[src/rtl/dual_ram_ctrl.sv]
// dual_ram_ctrl: zero-fills a dual-port RAM after reset, then shares its read
// and write ports between two req/gnt clients with per-port round-robin
// arbitration and write-wins same-address collision handling.
module dual_ram_ctrl #(
   parameter int unsigned RAM_WIDTH = 8,
   parameter int unsigned RAM_DEPTH = 16,
   parameter int unsigned ADDR_SIZE = 4
) (
   input  logic                 clk,
   input  logic                 reset,
   input  logic                 c0_req,
   input  logic                 c1_req,
   input  logic                 c0_we,
   input  logic                 c1_we,
   input  logic [ADDR_SIZE-1:0] c0_addr,
   input  logic [ADDR_SIZE-1:0] c1_addr,
   input  logic [RAM_WIDTH-1:0] c0_wdata,
   input  logic [RAM_WIDTH-1:0] c1_wdata,
   output logic                 c0_gnt,
   output logic                 c1_gnt,
   output logic                 c0_rvalid,
   output logic                 c1_rvalid,
   output logic [RAM_WIDTH-1:0] rdata,
   output logic                 busy,
   output logic                 ram_reset,
   output logic                 ram_read,
   output logic                 ram_write,
   output logic [ADDR_SIZE-1:0] ram_rd_addr,
   output logic [ADDR_SIZE-1:0] ram_wr_addr,
   output logic [RAM_WIDTH-1:0] ram_data_in,
   input  logic [RAM_WIDTH-1:0] ram_data_out
);

   localparam logic [0:0] ST_INIT = 1'b0;
   localparam logic [0:0] ST_RUN  = 1'b1;

   localparam logic [ADDR_SIZE-1:0] LAST_ADDR = ADDR_SIZE'(RAM_DEPTH - 1);

   // State and internal bookkeeping
   logic [0:0]           state, state_nxt;
   logic [ADDR_SIZE-1:0] init_cnt, init_cnt_nxt;
   logic                 wr_last, wr_last_nxt;   // client granted last on write port
   logic                 rd_last, rd_last_nxt;   // client granted last on read port
   logic                 rd_tag, rd_tag_nxt;     // owner of the read in flight

   // Next values of registered outputs
   logic                 c0_gnt_nxt, c1_gnt_nxt;
   logic                 c0_rvalid_nxt, c1_rvalid_nxt;
   logic                 busy_nxt;
   logic                 ram_read_nxt, ram_write_nxt;
   logic [ADDR_SIZE-1:0] ram_rd_addr_nxt, ram_wr_addr_nxt;
   logic [RAM_WIDTH-1:0] ram_data_in_nxt;

   // Arbitration terms
   logic                 elig0, elig1;
   logic                 wcand0, wcand1, rcand0, rcand1;
   logic                 wr_any, rd_any, wr_sel, rd_sel;
   logic [ADDR_SIZE-1:0] wr_addr_sel, rd_addr_sel;
   logic [RAM_WIDTH-1:0] wr_data_sel;
   logic                 collide, rd_go;

   assign ram_reset = ~reset;
   assign rdata     = ram_data_out;

   // A client is not re-sampled during its own gnt cycle
   assign elig0  = c0_req & ~c0_gnt;
   assign elig1  = c1_req & ~c1_gnt;
   assign wcand0 = elig0 &  c0_we;
   assign wcand1 = elig1 &  c1_we;
   assign rcand0 = elig0 & ~c0_we;
   assign rcand1 = elig1 & ~c1_we;

   // Round-robin pick per port: on contention take the client not granted last
   assign wr_any = wcand0 | wcand1;
   assign rd_any = rcand0 | rcand1;
   assign wr_sel = (wcand0 & wcand1) ? ~wr_last : wcand1;
   assign rd_sel = (rcand0 & rcand1) ? ~rd_last : rcand1;

   assign wr_addr_sel = wr_sel ? c1_addr  : c0_addr;
   assign wr_data_sel = wr_sel ? c1_wdata : c0_wdata;
   assign rd_addr_sel = rd_sel ? c1_addr  : c0_addr;

   // Same-address read is held back a cycle so it observes the write
   assign collide = wr_any & rd_any & (wr_addr_sel == rd_addr_sel);
   assign rd_go   = rd_any & ~collide;

   // State and output registers
   always_ff @(posedge clk or negedge reset) begin
      if (!reset) begin
         state       <= ST_INIT;
         init_cnt    <= '0;
         wr_last     <= 1'b1;
         rd_last     <= 1'b1;
         rd_tag      <= 1'b0;
         c0_gnt      <= 1'b0;
         c1_gnt      <= 1'b0;
         c0_rvalid   <= 1'b0;
         c1_rvalid   <= 1'b0;
         busy        <= 1'b1;
         ram_read    <= 1'b0;
         ram_write   <= 1'b0;
         ram_rd_addr <= '0;
         ram_wr_addr <= '0;
         ram_data_in <= '0;
      end else begin
         state       <= state_nxt;
         init_cnt    <= init_cnt_nxt;
         wr_last     <= wr_last_nxt;
         rd_last     <= rd_last_nxt;
         rd_tag      <= rd_tag_nxt;
         c0_gnt      <= c0_gnt_nxt;
         c1_gnt      <= c1_gnt_nxt;
         c0_rvalid   <= c0_rvalid_nxt;
         c1_rvalid   <= c1_rvalid_nxt;
         busy        <= busy_nxt;
         ram_read    <= ram_read_nxt;
         ram_write   <= ram_write_nxt;
         ram_rd_addr <= ram_rd_addr_nxt;
         ram_wr_addr <= ram_wr_addr_nxt;
         ram_data_in <= ram_data_in_nxt;
      end
   end

   // Next-state and next-output logic: init fill, then arbitrated access
   always_comb begin
      state_nxt       = state;
      init_cnt_nxt    = init_cnt;
      wr_last_nxt     = wr_last;
      rd_last_nxt     = rd_last;
      rd_tag_nxt      = rd_tag;
      c0_gnt_nxt      = 1'b0;
      c1_gnt_nxt      = 1'b0;
      busy_nxt        = busy;
      ram_read_nxt    = 1'b0;
      ram_write_nxt   = 1'b0;
      ram_rd_addr_nxt = ram_rd_addr;
      ram_wr_addr_nxt = ram_wr_addr;
      ram_data_in_nxt = ram_data_in;

      // rvalid follows the read strobe by one cycle, steered by the tag
      c0_rvalid_nxt   = ram_read & ~rd_tag;
      c1_rvalid_nxt   = ram_read &  rd_tag;

      case (state)
         ST_INIT: begin
            ram_write_nxt   = 1'b1;
            ram_wr_addr_nxt = init_cnt;
            ram_data_in_nxt = '0;
            init_cnt_nxt    = init_cnt + 1'b1;
            busy_nxt        = 1'b1;
            if (init_cnt == LAST_ADDR) begin
               state_nxt = ST_RUN;
               busy_nxt  = 1'b0;
            end
         end

         ST_RUN: begin
            busy_nxt = 1'b0;
            if (wr_any) begin
               ram_write_nxt   = 1'b1;
               ram_wr_addr_nxt = wr_addr_sel;
               ram_data_in_nxt = wr_data_sel;
               if (wr_sel) c1_gnt_nxt = 1'b1;
               else        c0_gnt_nxt = 1'b1;
               if (wcand0 & wcand1) wr_last_nxt = wr_sel;
            end
            if (rd_go) begin
               ram_read_nxt    = 1'b1;
               ram_rd_addr_nxt = rd_addr_sel;
               rd_tag_nxt      = rd_sel;
               if (rd_sel) c1_gnt_nxt = 1'b1;
               else        c0_gnt_nxt = 1'b1;
               if (rcand0 & rcand1) rd_last_nxt = rd_sel;
            end
         end

         default: begin
            state_nxt    = ST_INIT;
            init_cnt_nxt = '0;
            busy_nxt     = 1'b1;
         end
      endcase
   end

endmodule

[config.mk]
export PLATFORM = sky130hd
export DESIGN_NAME = dual_ram_ctrl
export DESIGN_NICKNAME = d
export VERILOG_FILES = /design/src/rtl/dual_ram_ctrl.sv
export SDC_FILE = /design/constraint.sdc
export NUM_CORES = 1
export LEC_CHECK = 0
export ABC_CLOCK_PERIOD_IN_PS = 2200
export CORE_UTILIZATION = 35
export CTS_BUF_LIST = sky130_fd_sc_hd__clkbuf_8
export CTS_CLUSTER_DIAMETER = 30
export DETAILED_ROUTE_END_ITERATION = 6
export GPL_TIMING_DRIVEN = 1
export PLACE_DENSITY = 0.67
export SLEW_MARGIN = 0
export SYNTH_ARGS = -nofsm -noshare
export SYNTH_HDL_FRONTEND = slang
export SYNTH_SLANG_ARGS = --single-unit
[constraint.sdc]
create_clock -name clk -period 2.2 [get_ports clk]
set_input_delay 0.33 -clock clk [delete_from_list [all_inputs] [get_ports clk]]
set_output_delay 0.33 -clock clk [all_outputs]
set_load 0.05 [all_outputs]
== Yosys cells after proc, flatten, opt, wreduce, memory -nomap -nowiden ==
Index checks and enable logic that the tools add are counted.
Storage, ports and cells
  word-level logic and storage cells: 74
  register bits: 31
Cells by class
  reduce and logical (&&, ||, !) cells: 3
  bitwise gates (word level): 25
  equality and inequality tests: 3
  add/sub/neg operators: 1
  muxes and demuxes: 27
Operators by type and width (count)
  $mux W1: 18
  $mux W8: 2
  $pmux W8 S2: 1
  $and A1 B1 Y1: 13
  $mux W4: 3
  $not A1 Y1: 10
  $pmux W4 S2: 1
  $reduce_and A3 Y1: 2
  $add A4 B1 Y4 const B: 1
  $eq A4 B4 Y1: 1
  $eq A4 B4 Y1 const B: 1
  $pmux W1 S2: 2
  $ne A2 B1 Y1 const B: 1
  $or A1 B1 Y1: 2
  $reduce_and A2 Y1: 1

== Longest topological paths before layout ==
Gate-level depths: netlist of run 1.
  word-level depth: 12
  mapped depth: 6
  mapped depth without buffers: 5

== Worst setup path before layout of run 1 ==
Ideal clock, no wire load.
  kind: register to register
  start: register c0_gnt
  end: register ram_rd_addr[0]
  data required time: 2075 ps
  stages on the path, launching flop included: 6
  setup slack: 231 ps
  period minus slack after synthesis: 1969 ps
  arrival: 1844 ps
  cell sequence: dfrtp_1 and3b_1 a21oi_4 o21ai_2 a21oi_4 mux2_4
On the way
  word-level cells in the longest chain between the ends: 11
RTL lines
  from (decl): line 19  | output logic c0_gnt,
  from (signal assigned): line 111  | c0_gnt <= c0_gnt_nxt;
  $not A1 Y1 (*): line 66  | assign elig0 = c0_req & ~c0_gnt;
  $and A1 B1 Y1 (*): line 66
  $and A1 B1 Y1, on equally long branches: line 68, 70
  $and A1 B1 Y1, on equally long branches: line 76, 77
  $mux W1, on equally long branches: line 76, 77
  $mux W4, on equally long branches: line 79, 81
  $eq A4 B4 Y1: line 84  | assign collide = wr_any & rd_any & (wr_addr_sel == rd_addr_sel);
  $and A1 B1 Y1: line 84
  $not A1 Y1: line 85  | assign rd_go = rd_any & ~collide;
  $and A1 B1 Y1: line 85
  $reduce_and A2 Y1 (no source line)
  to (signal assigned): line 118  | ram_rd_addr <= ram_rd_addr_nxt;
  to (decl): line 28  | output logic [ADDR_SIZE-1:0] ram_rd_addr,
Mark *: on every way between the ends. The rest lies on a longest branch, timed or not.
A chain may end at the register's enable or synchronous reset.

== Worst setup path in the final report of run 1 ==
  start: register busy
  end: output port busy
RTL lines
  from (decl): line 24  | output logic busy,
  from (signal assigned): line 115  | busy <= busy_nxt;
No word-level cell between the ends.

==> results of run 1 <==
==> kinds of logic after synthesis <==
group	count (synthesis)	share of synthesized area (%)
and+or+nand+nor	61	18.1
DFF	31	49.7
AOI/OAI and AO/OA	28	14.9
buffers and inverters	20	6.86
xor gates and xnor gates	9	5.03
muxes	5	4.55
adders and majority gates	1	0.798
==> metal layers <==
layer / vias to the layer above / wire (microns) / global-route usage, %
li1: 629 / - / -
met1: 614 / 1650 / 22.3
met2: 52 / 1690 / 26.5
met3: 7 / 250 / 4.93
met4: 0 / 65 / 5.87
met5: - / 0 / 0
==> state kept, by name, summed over array words and instances, names as in the netlist <==
signal and flops:
ram_wr_addr 4, c0_gnt 1, state 1, init_cnt 4, rd_last 1, wr_last 1
ram_write 1, busy 1, rd_tag 1, c1_rvalid 1, ram_data_in 8, ram_read 1
ram_rd_addr 4, c0_rvalid 1, c1_gnt 1
==> power by group through the flow <==
stage,clock (W),combinational [W],sequential [W]
global route,0.000524,0.000892,0.000803
floorplan,0,0.000248,0.00111
global placement,0,0.000832,0.000787
detailed placement,0,0.000842,0.000792
finish,0.000484,0.000841,0.000785
CTS,0.000498,0.000847,0.000786
==> final cells by class <==
cell class | count | area [sq um]
Multi-Input combinational cell | 104 | 681
Clock inverter | 1 | 3.75
Tap cell | 50 | 62.6
Fill cell | 374 | 1920
Sequential cell | 31 | 779
Inverter | 7 | 26.3
Clock buffer | 7 | 96.3
Timing Repair Buffer | 59 | 573
==> synth_stat cells <==
library cell  count  area share (%)
dfrtp_1          28              45
a21o_1            1            0.48
nor2_1           13             3.1
xor2_1            1            0.56
dfstp_2           3             5.0
a311oi_1          8             4.5
a21boi_2          1            0.72
and3b_1           1            0.56
mux2_4            4             3.8
buf_2             2            0.64
nand2b_1          1            0.40
clkbuf_1          3            0.72
nor2b_1           2            0.80
a21oi_4           2             2.1
mux2_2            1            0.72
buf_4             8             3.8
o2bb2ai_1         1            0.56
ha_1              1            0.80
nor3b_2           2             1.6
a21bo_2           1            0.64
nand3b_2          1            0.72
o31ai_1           1            0.48
and2_1            1            0.40
o221ai_1          2             1.1
or4_1             1            0.48
inv_1             7             1.7
nand4_1           1            0.40
o21ai_2           1            0.56
o211ai_1          1            0.48
o21ai_0           4             1.3
nand3b_1          1            0.48
nand2_1          33             7.9
o22ai_1           3             1.2
a21oi_1           1            0.32
nand3_1           4             1.3
o22a_1            1            0.56
xnor2_1           8             4.5
==> how the worst max path moves through the flow <==
stage	from	to	slack, ps	cells past startpoint
CTS	busy	busy	280	1
detailed placement	c1_req	ram_rd_addr[2]	30	6
global placement	c1_req	ram_rd_addr[1]	110	6
global route	c0_we	ram_data_in[2]	210	5
finish	busy	busy	290	1
floorplan	c0_gnt	ram_rd_addr[0]	230	5
==> metrics by stage <==
step,power (W),hold slack (ps)
5_1_grt,0.00222,488
3_3_place_gp,0.00162,434
4_1_cts,0.00213,454
2_1_floorplan,0.00136,34.4
3_5_place_dp,0.00163,440
6_report,0.00211,444
==> impl_metrics.yaml, run 1 <==
status:
  outcome: "finished, final reports clean"
critical_path:
  slowest_stage: "clkdlybuf4s50_1"
  critical_path_arrival_ps: 1580
  cp.required_ps: 1870
  crit_chain: "clkdlybuf4s50_1"
  r2r_setup_slack_ps: 460
  critPathTopFamily: "buffers and inverters"
  reg2regPathDepth: 5
  cp-start-kind: "flop"
  cp_max_fo: 1
  r2r-end: "ram_rd_addr[2]"
  critPathKind: "flop to output pin"
  path_buf_inv: 1
  crit_path_end_kind: "output pin"
  worst_r2r_startpoint: "c1_gnt"
  cpPeakStageDelay_ps: 790
route:
  drtPass1Iterations: 4
  wl_per_cell_microns: 14.1
  via_per_inst: 5.03
  postRouteAntennaNets: 0
  vias: 1302
  drcViolationCount: 0
  drt-initial-drc-count: 100
  wirelength_microns: 3660
yosys:
  ys_types: 37
  netlist_instances: 155
  syn_nets: 194
  yosys_register_bits: 31
  avgSynthCellArea_sq_um: 10.1
  ys_seq_area_share_pct: 49.7
  synth_warnings: 0
  synth_area_sq_um: 1570
hold_path:
  worstHoldStart: "rd_tag"
  holdPathStages: 1
  holdPathEnd: "c0_rvalid"
  hp-class: "flop to flop"
power:
  power_density_nw_per_um2: 949
  ir_worst_vdd_uv: 427
  sequentialPowerShare_pct: 37.2
  p_int_w: 0.00131
  p_leak_nw: 0.951
  p_switching_w: 0.000799
  clockPowerShare_pct: 22.9
  swShare_pct: 37.9
  combPwrFrac_pct: 39.9
finish:
  fin_util_pct: 53.6
  layout_common_cells: "52 x clkdlybuf4s50_1, 33 x nand2_1, 28 x dfrtp_1"
  drive_gt1_share_pct: 14.4
  syn_to_final_growth_pct: 41.7
  layout_commonest_cell: "clkdlybuf4s50_1"
  n_antenna_cell: 0
  stdcell_count: 259
  fin_nets: 247
  design_area_sq_um: 2220
sta:
  clock.fmax_ghz: 0.525
  slew_headroom_pct: 64.5
  worst_pin_slew_ps: 532
  slew_viol_final: 0
  tns_ps: 0
  finalWorstSetupSlack_ps: 294
  post-route-min-period_ps: 1910
  hold_violations: 0
  rsz0062_at_grt: "no"
  finalCritPeriodShare_pct: 86.7
  fin_skew_ps: 5.76
  setup_viol: 0
cts:
  numCtsBuffers: 5
  cts_sinks: 31
  post_cts_buffers: 0
  clk_latency_ps: 280
  cts_buffer_depth: 2
  root_buffer: "clkbuf_8"
  cts_tree: "done"
  clk_pin_slew_ps: 60
  cts_hold_buffers: 0
  ctsResizeCount: 0
  h-tree-depth: 2
floorplan:
  num_io_pins: 70
  die_w_microns: 68.9
  core-area_sq_um: 4140
  start_util_pct: 37.8
  die_y_microns: 68.9
  rows: 23
  die-area_sq_um: 4750
flow_run:
  max-cap-violations: 0
global_route:
  grtUsageTotal_pct: 17.0
  grt_antenna_before_repair: 0
  grt_pass1_vias: 1258
  grt_max_degree: 32
  grt_pass1_wl_microns: 5780
  grt_overflow_total: 0
place:
  place_inst: 251
  routabilityCongestion: 0.831
  dp_hpwl_microns: 2640
  placed_area_sq_um: 2120
  place_ws_ps: 32.9
  numPortBuffers: 53
Power figures use the tool's default switching activity.
==> inputs of run 2 (changes only) <==
Settings changed: ABC_AREA set to 1, CTS_CLUSTER_SIZE set to 10, PLACE_DENSITY 0.67 to 0.65.
==> run 2 against run 1 <==
Synthesized cell count increased by 41%; power up 0.23%; largest power group unchanged; die area is 13% higher.
==> impl_metrics.yaml, run 2 <==
route:
  drtPass1Iterations: 4
  drt-initial-drc-count: 91
  postRouteAntennaNets: 0
  via_per_inst: 4.35
  wirelength_microns: 3710
  drcViolationCount: 0
  wl_per_cell_microns: 10.6
  vias: 1524
critical_path:
  crit_path_end_kind: "flop"
  critical_path.startpoint: "c1_we"
  slowest_stage: "clkdlybuf4s50_1"
  critPathKind: "input pin to flop"
  cpPeakStageDelay_ps: 530
  critical_path_arrival_ps: 2110
  cp.required_ps: 2380
  cp-start-kind: "input pin"
  crit_top_cell: "nand2_1"
  cp_max_fo: 8
  crit_chain: "clkdlybuf4s50_1, inv_2, nor2_8, nand2_4, o21ai_1, inv_1, nand2_1, nand2_1, nand3_2, nand2_2, buf_4, nand2_2, nand2_1"
  worst_r2r_startpoint: "c0_gnt"
global_route:
  grt_max_degree: 32
  grtUsageTotal_pct: 16.0
  grt_overflow_total: 0
  grt_pass1_vias: 1503
  grt_antenna_before_repair: 0
  grt_pass1_wl_microns: 6470
sta:
  rsz0062_at_grt: "no"
  hold_violations: 0
  fin_skew_ps: 8.78
  setup_viol: 0
  clock.fmax_ghz: 0.516
  slew_headroom_pct: 66.0
  finalWorstSetupSlack_ps: 262
  post-route-min-period_ps: 1940
  worst_pin_slew_ps: 508
  slew_viol_final: 0
  tns_ps: 0
  finalCritPeriodShare_pct: 88.1
  whs_ps: 470
power:
  clockPowerShare_pct: 26.3
  sequentialPowerShare_pct: 34.9
  ir_worst_vdd_uv: 353
  p_int_w: 0.00132
  p_switching_w: 0.000799
  power_density_nw_per_um2: 835
  p_leak_nw: 1.28
  combPwrFrac_pct: 38.8
  swShare_pct: 37.8
yosys:
  ys_top_cells_by_area: "dfrtp_1 39%, nand2_1 15%, inv_1 7.0%"
  synth_area_sq_um: 1780
  yosys_register_bits: 31
  yosys.area.top_type: "dfrtp_1"
  syn_nets: 258
  synthArstFlopShare_pct: 100
  synth_common_cells: "72 x nand2_1, 33 x inv_1, 28 x dfrtp_1"
  synth.most_common_cell: "nand2_1"
  ys_seq_area_share_pct: 43.8
  synth_warnings: 0
  avgSynthCellArea_sq_um: 8.12
  synth_top_area_share_pct: 39.4
  synth-main-ff-cell: "dfrtp_1"
  netlist_instances: 219
  ys_types: 32
  synth_enable_flop_cells: 0
finish:
  layout_common_cells: "72 x nand2_1, 52 x clkdlybuf4s50_1, 33 x inv_1"
  syn_to_final_growth_pct: 42.4
  largest_register_ffs: 8
  layout_commonest_cell: "nand2_1"
  n_antenna_cell: 0
  drive_gt1_share_pct: 18.4
  fin_nets: 321
  largest_register: "ram_data_in"
  stdcell_count: 350
  nFillCells: 481
  fin_util_pct: 52.6
cts:
  numCtsBuffers: 5
  clk_pin_slew_ps: 60
  cts_sinks: 31
  post_cts_buffers: 0
  h-tree-depth: 2
  cts_tree: "done"
  cts_buffer_depth: 2
  clk_latency_ps: 290
  cts_hold_buffers: 0
  ctsResizeCount: 0
  root_buffer: "clkbuf_8"
place:
  place_ws_ps: -41.9
  numPortBuffers: 53
  routabilityCongestion: 0.916
  dp_hpwl_microns: 2950
  place_inst: 342
floorplan:
  die_y_microns: 73.3
  num_io_pins: 70
  die-area_sq_um: 5370
  start_util_pct: 36.9
  core-area_sq_um: 4820
  rows: 25
  die_w_microns: 73.3
hold_path:
  hp-class: "input pin to asynchronous set/reset pin"
flow_run:
  max-cap-violations: 0
status:
  outcome: "finished, final reports clean"
-- run 2: area by class of cell --
class | instances | area (sq um) | area share [%]
clock inverters | 3 | 43.8 | 1.73
inverters | 36 | 135 | 5.34
flip-flops and latches | 31 | 779 | 30.8
well taps | 67 | 83.8 | 3.31
multi-input cells | 139 | 761 | 30.0
clock buffers | 5 | 68.8 | 2.72
repair buffers | 69 | 661 | 26.1
-- run 2: per-layer routing --
layer / track usage, % / part of all wire (%)
met1: 21.3 / 49
met2: 24.9 / 44
met3: 4.39 / 5.0
met4: 6.10 / 2.3
met5: 0 / 0
-- run 2: cell families (layout without fill, tap and decap cells) --
kind of cell    after synthesis  after routing  share of synthesized area (%)
fa+ha+maj                     1              1                          0.704
xor+xnor                      4              4                           1.97
flops                        31             31                           43.8
buf+inv                      49            113                           13.4
compound gates               23             23                           9.29
simple gates                111            111                           30.8
-- run 2: path summary, 6_finish.rpt --
kind,endpoint,slack (ps),cells after the start
max in group asynchronous,wr_last,1420,2
worst max-delay path,ram_rd_addr[1],260,13
worst min-delay path,rd_tag,470,2
worst min register to register,c0_rvalid,470,1
min in group clk,c0_rvalid,470,1
worst max register to register,ram_rd_addr[1],350,13
-- run 2: power groups by stage --
stage	clock network, W	registers (W)	logic, W
2_1_floorplan	0	0.00103	0.000266
3_3_place_gp	0	0.000749	0.000821
3_5_place_dp	0	0.000747	0.000828
4_1_cts	0.000568	0.000739	0.000829
5_1_grt	0.000596	0.000751	0.000881
6_report	0.000555	0.000738	0.000821
-- run 2: worst max-delay path: cells and delay by family --
| family | cells | cell delay (ps) |
|---|---|---|
| AO/OA/AOI/OAI | 1 | 250 |
| AND/OR/NAND/NOR | 8 | 700 |
| buffers and inverters | 4 | 850 |
-- run 2: through the flow --
| step | instance area (sq um) | total power (W) |
|---|---|---|
| floorplan | 1780 | 0.00130 |
| global placement | 2420 | 0.00157 |
| detailed placement | 2420 | 0.00157 |
| CTS | 2530 | 0.00214 |
| global route | 2530 | 0.00223 |
| finish | 2530 | 0.00211 |
